===== src/rtl/riscv_pkg.sv =====
// riscv_pkg
//   Shared constants for the RISC-V pipeline slice: datapath width, width of
//   the opaque EX/MEM/WB control bundle, register-index width and the index
//   of the hardwired-zero register x0.
package riscv_pkg;
    localparam int XLEN   = 32;
    localparam int CTRL_W = 16;
    localparam int REG_W  = 5;

    localparam logic [REG_W-1:0] X0 = '0;
endpackage


===== src/rtl/load_use_detector.sv =====
// load_use_detector
//   Combinational load-use hazard detection. A hazard exists when the
//   instruction in EX is a valid load writing a non-zero register and the
//   valid instruction in ID reads that register through rs1 or rs2. The
//   forwarding unit cannot cover this case because the load data only
//   appears after MEM.
// Ports:
//   valid_ex, mem_read_ex, rd_ex    - current EX-stage registers
//   valid_id, use_rs*_id, rs*_id    - decoded ID-stage operand usage
//   hz                              - hazard flag
module load_use_detector
    import riscv_pkg::*;
(
    input  logic             valid_ex,
    input  logic             mem_read_ex,
    input  logic [REG_W-1:0] rd_ex,
    input  logic             valid_id,
    input  logic             use_rs1_id,
    input  logic [REG_W-1:0] rs1_id,
    input  logic             use_rs2_id,
    input  logic [REG_W-1:0] rs2_id,
    output logic             hz
);

    logic hit1, hit2;

    always_comb begin
        hit1 = use_rs1_id && (rs1_id == rd_ex);
        hit2 = use_rs2_id && (rs2_id == rd_ex);
        hz   = valid_ex && mem_read_ex && (rd_ex != X0) && valid_id && (hit1 || hit2);
    end

endmodule


===== src/rtl/id_ex_stage.sv =====
// id_ex_stage
//   ID/EX pipeline register with load-use interlock.
//   Per-cycle priority: mem_busy (freeze everything) > flush (bubble) >
//   load-use hazard (bubble + hold frontend + count) > normal load.
// Ports:
//   clk, rst_n                      - clock, async active-low reset
//   *_id                            - decoded instruction from ID
//   flush                           - taken branch/jump from EX
//   mem_busy                        - data memory stall, freezes the stage
//   stall_id                        - combinational hold for PC and IF/ID
//   *_ex                            - registered EX-stage fields
//   load_use_cnt                    - saturating count of load-use bubbles
module id_ex_stage
    import riscv_pkg::*;
#(
    parameter int XLEN   = riscv_pkg::XLEN,
    parameter int CTRL_W = riscv_pkg::CTRL_W,
    parameter int CNT_W  = 16
) (
    input  logic              clk,
    input  logic              rst_n,
    input  logic              valid_id,
    input  logic [REG_W-1:0]  rs1_id,
    input  logic [REG_W-1:0]  rs2_id,
    input  logic [REG_W-1:0]  rd_id,
    input  logic              use_rs1_id,
    input  logic              use_rs2_id,
    input  logic              reg_write_id,
    input  logic              mem_read_id,
    input  logic [XLEN-1:0]   rdata1_id,
    input  logic [XLEN-1:0]   rdata2_id,
    input  logic [XLEN-1:0]   imm_id,
    input  logic [XLEN-1:0]   pc_id,
    input  logic [CTRL_W-1:0] ctrl_id,
    input  logic              flush,
    input  logic              mem_busy,
    output logic              stall_id,
    output logic              valid_ex,
    output logic              mem_read_ex,
    output logic [REG_W-1:0]  rs1_ex,
    output logic [REG_W-1:0]  rs2_ex,
    output logic [REG_W-1:0]  rd_ex,
    output logic [XLEN-1:0]   rdata1_ex,
    output logic [XLEN-1:0]   rdata2_ex,
    output logic [XLEN-1:0]   imm_ex,
    output logic [XLEN-1:0]   pc_ex,
    output logic [CTRL_W-1:0] ctrl_ex,
    output logic [CNT_W-1:0]  load_use_cnt
);

    logic hz;
    logic do_bubble;   // load a bubble into EX
    logic do_load;     // load the ID instruction into EX
    logic do_count;    // bubble caused by a load-use hazard

    load_use_detector u_hz (
        .valid_ex    (valid_ex),
        .mem_read_ex (mem_read_ex),
        .rd_ex       (rd_ex),
        .valid_id    (valid_id),
        .use_rs1_id  (use_rs1_id),
        .rs1_id      (rs1_id),
        .use_rs2_id  (use_rs2_id),
        .rs2_id      (rs2_id),
        .hz          (hz)
    );

    always_comb begin
        // A flush kills the ID instruction anyway, so no need to hold IF/ID.
        stall_id  = mem_busy || (!flush && hz);
        do_bubble = !mem_busy && (flush || hz || !valid_id);
        do_load   = !mem_busy && !flush && !hz && valid_id;
        do_count  = !mem_busy && !flush && hz;
    end

    // Control fields: cleared on a bubble, held on mem_busy.
    always_ff @(posedge clk or negedge rst_n) begin
        if (!rst_n) begin
            valid_ex    <= 1'b0;
            mem_read_ex <= 1'b0;
            rs1_ex      <= X0;
            rs2_ex      <= X0;
            rd_ex       <= X0;
            ctrl_ex     <= '0;
        end else if (do_bubble) begin
            valid_ex    <= 1'b0;
            mem_read_ex <= 1'b0;
            rs1_ex      <= X0;
            rs2_ex      <= X0;
            rd_ex       <= X0;
            ctrl_ex     <= '0;
        end else if (do_load) begin
            valid_ex    <= 1'b1;
            mem_read_ex <= mem_read_id;
            // Unused operands/destination are squashed to x0 so the
            // forwarding unit and this detector never match on them.
            rs1_ex      <= use_rs1_id   ? rs1_id : X0;
            rs2_ex      <= use_rs2_id   ? rs2_id : X0;
            rd_ex       <= reg_write_id ? rd_id  : X0;
            ctrl_ex     <= ctrl_id;
        end
    end

    // Data fields are don't-care in a bubble, so they only move on a real load.
    always_ff @(posedge clk or negedge rst_n) begin
        if (!rst_n) begin
            rdata1_ex <= '0;
            rdata2_ex <= '0;
            imm_ex    <= '0;
            pc_ex     <= '0;
        end else if (do_load) begin
            rdata1_ex <= rdata1_id;
            rdata2_ex <= rdata2_id;
            imm_ex    <= imm_id;
            pc_ex     <= pc_id;
        end
    end

    always_ff @(posedge clk or negedge rst_n) begin
        if (!rst_n)
            load_use_cnt <= '0;
        else if (do_count && (load_use_cnt != {CNT_W{1'b1}}))
            load_use_cnt <= load_use_cnt + 1'b1;
    end

endmodule

===== config.mk =====
export PLATFORM = sky130hd
export DESIGN_NAME = id_ex_stage
export DESIGN_NICKNAME = d
export VERILOG_FILES = /design/src/rtl/riscv_pkg.sv /design/src/rtl/load_use_detector.sv /design/src/rtl/id_ex_stage.sv
export SDC_FILE = /design/constraint.sdc
export NUM_CORES = 1
export LEC_CHECK = 0
export CELL_PAD_IN_SITES_DETAIL_PLACEMENT = 1
export CELL_PAD_IN_SITES_GLOBAL_PLACEMENT = 1
export CORE_ASPECT_RATIO = 1.25
export CORE_MARGIN = 8
export CORE_UTILIZATION = 30
export DETAILED_ROUTE_END_ITERATION = 10
export PLACE_DENSITY_LB_ADDON = 0.1
export SYNTH_ARGS = -nofsm -noshare
export SYNTH_HDL_FRONTEND = slang
export SYNTH_SLANG_ARGS = --single-unit

===== constraint.sdc =====
create_clock -name clk -period 3.5 [get_ports clk]
set_input_delay 0.875 -clock clk [delete_from_list [all_inputs] [get_ports clk]]
set_output_delay 0.875 -clock clk [all_outputs]
set_load 0.02 [all_outputs]

### Yosys cells after proc, flatten, opt, wreduce, memory -nomap -nowiden

Cells that the tools add are included.

* register bits after elaboration: 177
* input port bits: 168
* output and inout port bits: 178
* word-level logic and storage cells: 53

* $add $sub $neg: 1
* equality and inequality tests: 3
* mux-type cells: 15
* reduce and logical (&&, ||, !) cells: 23

Operator list (count)
* 5-bit two-way mux: 9
* 16-bit two-way mux: 2
* 16-bit by 1-bit adder with 16-bit output (second input constant): 1
* 16-bit != test (second input constant): 1
* 1-bit logical AND: 13
* 5-bit == test: 2
* 5-bit nonzero test: 1
* 1-bit zero test: 4
* 1-bit logical OR: 4
* 1-bit two-way mux: 4
* 2-bit nonzero test: 1

### Logic depth before layout (Yosys ltp)

* depth in word-level cells: 9
* gate-level depth with buffers: 7
* mapped depth without buffers: 5

### Hierarchy

A second synthesis with hierarchy kept.

* cell total of the unflattened synthesis: 434
* area, all modules: 6856.6 µm²

By module, submodules not included
* id_ex_stage: times used 1, cells an instance 417, area an instance 6725.2 µm², sequential area each 4429.2 µm²
* load_use_detector: times used 1, cells an instance 17, area an instance 131.4 µm², sequential area each 0.0 µm²

### Worst setup path before layout

No wires, ideal clock.

* path kind: input -> output
* start point: input port rs2_id[0]
* end point: output port stall_id
* arrival: 2294 ps
* required time: 2625 ps
* slack: 331 ps
* stages on the path: 6
* buffers on the path: 1
* path through: xnor2_1 -> nand4_1 -> o22ai_1 -> clkbuf_1 -> nand2_1 -> o21bai_1

* longest elaborated chain between the ends: 6

Ends and longest elaborated chain
* start: declaration: RTL line id_ex_stage.sv:24 `input logic [REG_W-1:0] rs2_id,`
* 5-bit == test: RTL line load_use_detector.sv:29 `hit2 = use_rs2_id && (rs2_id == rd_ex);`
* 1-bit logical AND: RTL line load_use_detector.sv:29
* 1-bit logical OR: RTL line load_use_detector.sv:30 `hz = valid_ex && mem_read_ex && (rd_ex != X0) && valid_id && (hit1 || hit2);`
* 1-bit logical AND: RTL line load_use_detector.sv:30
* 1-bit logical AND: RTL line id_ex_stage.sv:70 `stall_id = mem_busy || (!flush && hz);`
* 1-bit logical OR: RTL line id_ex_stage.sv:70
* end: declaration: RTL line id_ex_stage.sv:37 `output logic stall_id,`

No other way between the ends.

### Final worst setup path

Same ends and word-level chain as after synthesis.

==> impl_metrics.py <==
metrics = {
    "cts": {
        "cts_root_buffer": "clkbuf_16",
        "htreeDepth": 4,
        "cts.sinks": 177,
        "cts_tree": "built",
        "clk_latency_ns": 0.43,
        "cts_inserted_buffers": 17,
        "post_cts.repair.setup_buffers": 0,
        "clk_pin_slew_ns": 0.07,
        "clock_path_buffers": 2,
    },
    "grt": {
        "grt_remaining_overflow": 0,
        "grt_pass1_vias": 6138,
        "grt_pass1_wl_um": 37300,
        "grt_usage_pct": 17.7,
        "antenna_found_initial": 5,
        "grt_max_degree": 70,
    },
    "pwr": {
        "cellLeakagePower_nw": 4.62,
        "vdd_drop_max_v": 0.000337,
        "power_density_mw_per_mm2": 542,
        "power.total_mw": 6.12,
    },
    "placement": {
        "pre_cts_slack_ns": -0.226,
        "gp_congestion": 0.810,
        "place_area_mm2": 0.0107,
        "dp_hpwl_um": 19000,
        "numPortBuffers": 345,
        "placed_cells_incl_taps": 1065,
    },
    "timing": {
        "period_minus_slack_ns": 3.40,
        "hold-worst-slack_ns": 0.397,
        "rsz0062_at_grt": "no",
        "timing.final.ws_setup_ns": 0.0986,
        "maxSlewViolCount": 0,
        "fin_crit_sh_pct": 97.2,
        "max_freq_ghz": 0.294,
        "skew_ns": 0.0130,
        "tightestPinTransition_ns": 0.582,
        "hold_viol": 0,
        "relSlewSlack_pct": 61.2,
        "fin_setup_tns_ns": 0,
        "setup_violations": 0,
    },
    "synth": {
        "synthesis.area_mm2": 0.00687,
        "syn_nets": 613,
        "synth_edf_count": 0,
        "synth_cells": 444,
        "synth_ff_type": "dfrtp_1",
        "synth_area_leader_cell": "dfrtp_1",
        "postSynth.asyncResetShare_pct": 100,
        "yosys-top-cells-area": "dfrtp_1, mux2_2, mux2_1",
        "synth_top_area_share_pct": 64.5,
        "seq_area_frac_synth_pct": 64.5,
        "ys_types": 28,
        "avgSynthCellArea_um2": 15.5,
        "ys_ff_latch": 177,
        "yosys_warnings": 0,
    },
    "routing": {
        "vias": 5203,
        "wl_per_cell_um": 22.3,
        "dr.first_iter.drc_count": 132,
        "via_per_inst": 4.73,
        "dr.pass1.iters": 4,
        "drc_errors": 0,
        "antenna_left": 0,
        "drt-total-wl_um": 24500,
    },
    "setup_path": {
        "cp-start-kind": "primary input",
        "rr_endpoint": "imm_ex[9]$_DFFE_PN0P_",
        "worstPathRequired_ns": 2.62,
        "reg2reg_depth": 6,
        "rr_startpoint": "rd_ex[1]$_DFFE_PN0P_",
        "cp_data_arrival_time_ns": 2.53,
        "critical_path_class": "in -> out",
        "rrSetupSlack_ns": 0.87,
        "end_kind": "output pin",
        "crit_fanout": 2,
    },
    "floorplanning": {
        "die_x_um": 151,
        "ioPinCount": 346,
        "start_util_pct": 30.2,
        "die_y_um": 185,
        "coreArea_mm2": 0.0227,
        "rows": 62,
        "die_area_mm2": 0.0280,
    },
    "run_status": {
        "status": "complete, no violations",
    },
    "job": {
        "maxCapViolations": 0,
    },
    "cells_and_area": {
        "finish.utilization_pct": 49.7,
        "fin_area_mm2": 0.0113,
        "syn_to_final_growth_pct": 64.4,
        "layout.cells.non_filler": 1100,
        "fill_cells": 2296,
        "drive_gt1_share_pct": 14.4,
        "final_nets": 965,
    },
    "hold_path": {
        "worst_hold_path_type": "in -> async",
    },
}
worst max-delay path: stages:
cell	delay [ns]
clkdlybuf4s50_1	0.51
xnor2_1	0.14
nand4_1	0.21
o22ai_1	0.26
nand2_1	0.09
o21bai_1	0.12
clkdlybuf4s15_1	0.32
registers in the layout (all words and copies together) (netlist names):
register	count
ctrl_ex	16
imm_ex	32
load_use_cnt	16
mem_read_ex	1
pc_ex	32
rd_ex	5
rdata1_ex	32
rdata2_ex	32
rs1_ex	5
rs2_ex	5
valid_ex	1
report_power, final:
group	switching [mW]	total (mW)	internal, mW	leakage, nW
clock network	0.838	1.97	1.14	0.297
logic	0.766	1.64	0.878	2.14
registers	0.161	2.50	2.34	2.19
layout make-up:
class,instances,area [um^2],area share [%]
antenna,4,10.0,0.0886
clock buffer,18,429,3.80
clock inverter,13,174,1.54
inverter,3,11.3,0.0997
multi-input combinational,240,2300,20.3
sequential,177,4430,39.2
tap,288,360,3.19
timing repair buffer,357,3580,31.7
timing repair:
action | CTS | global route
gates resized for setup | 1 | 1
setup endpoints to repair | 1 | 1
hold buffers | 0 | 0
pin swaps | 0 | 0
cell families (layout without fill, tap and decap cells):
| logic type | count (synthesis) | in the layout | synth area share, % |
|---|---|---|---|
| AO/OA/AOI/OAI | 39 | 39 | 5.25 |
| other | 0 | 4 | 0 |
| flip-flops | 177 | 177 | 64.5 |
| multiplexers | 129 | 129 | 21.2 |
| AND/OR/NAND/NOR | 46 | 46 | 3.66 |
| adder cells (fa/ha/maj) | 1 | 1 | 0.182 |
| XOR/XNOR | 25 | 25 | 3.19 |
| buffers and inverters | 27 | 391 | 2.06 |
synth_stat cells, types with 2 or more instances:
cell type and count:
clkbuf_1 6, dfrtp_1 177, inv_1 3, nand2_1 8, nor3_1 5, buf_2 11
nand4_1 9, and4_1 2, a32o_1 15, nand3_1 11, xnor2_1 25, mux2_1 57
a22o_1 17, and3_1 6, mux2_2 72, buf_4 7, nor2_1 2
metal layers:
layer	wire length (um)	track usage (%)	vias up
met2	13100	31.5	202
met1	8410	18.1	2641
met4	619	7.34	2
met5	13	0	-
li1	-	-	2322
met3	2360	6.92	36
cells in the final DEF, fill, tap and decap left out, types with 2 or more instances in the layout:
cell             synthesis  layout
clkdlybuf4s50_1          0     343
nand3_1                 11      11
inv_6                    0       6
and3_1                   6       6
nor3_1                   5       5
nor2_1                   2       2
mux2_1                  57      57
bufinv_16                0       3
a22o_1                  17      17
diode_2                  0       4
clkbuf_16                0      17
nand4_1                  9       9
clkinv_4                 0       3
mux2_2                  72      72
buf_12                   0       3
nand2_1                  8       8
inv_1                    3       3
xnor2_1                 25      25
dfrtp_1                177     177
buf_4                    7       9
and4_1                   2       2
a32o_1                  15      15
worst max path at each step:
stage               startpoint       end  cells past startpoint
floorplan            rs2_id[0]  stall_id                      6
global placement     rs2_id[0]  stall_id                      7
detailed placement   rs2_id[0]  stall_id                      7
CTS                  rs2_id[0]  stall_id                      7
global route         rs2_id[0]  stall_id                      7
finish               rs2_id[0]  stall_id                      7
No activity file was read; power rests on OpenSTA's default activity.
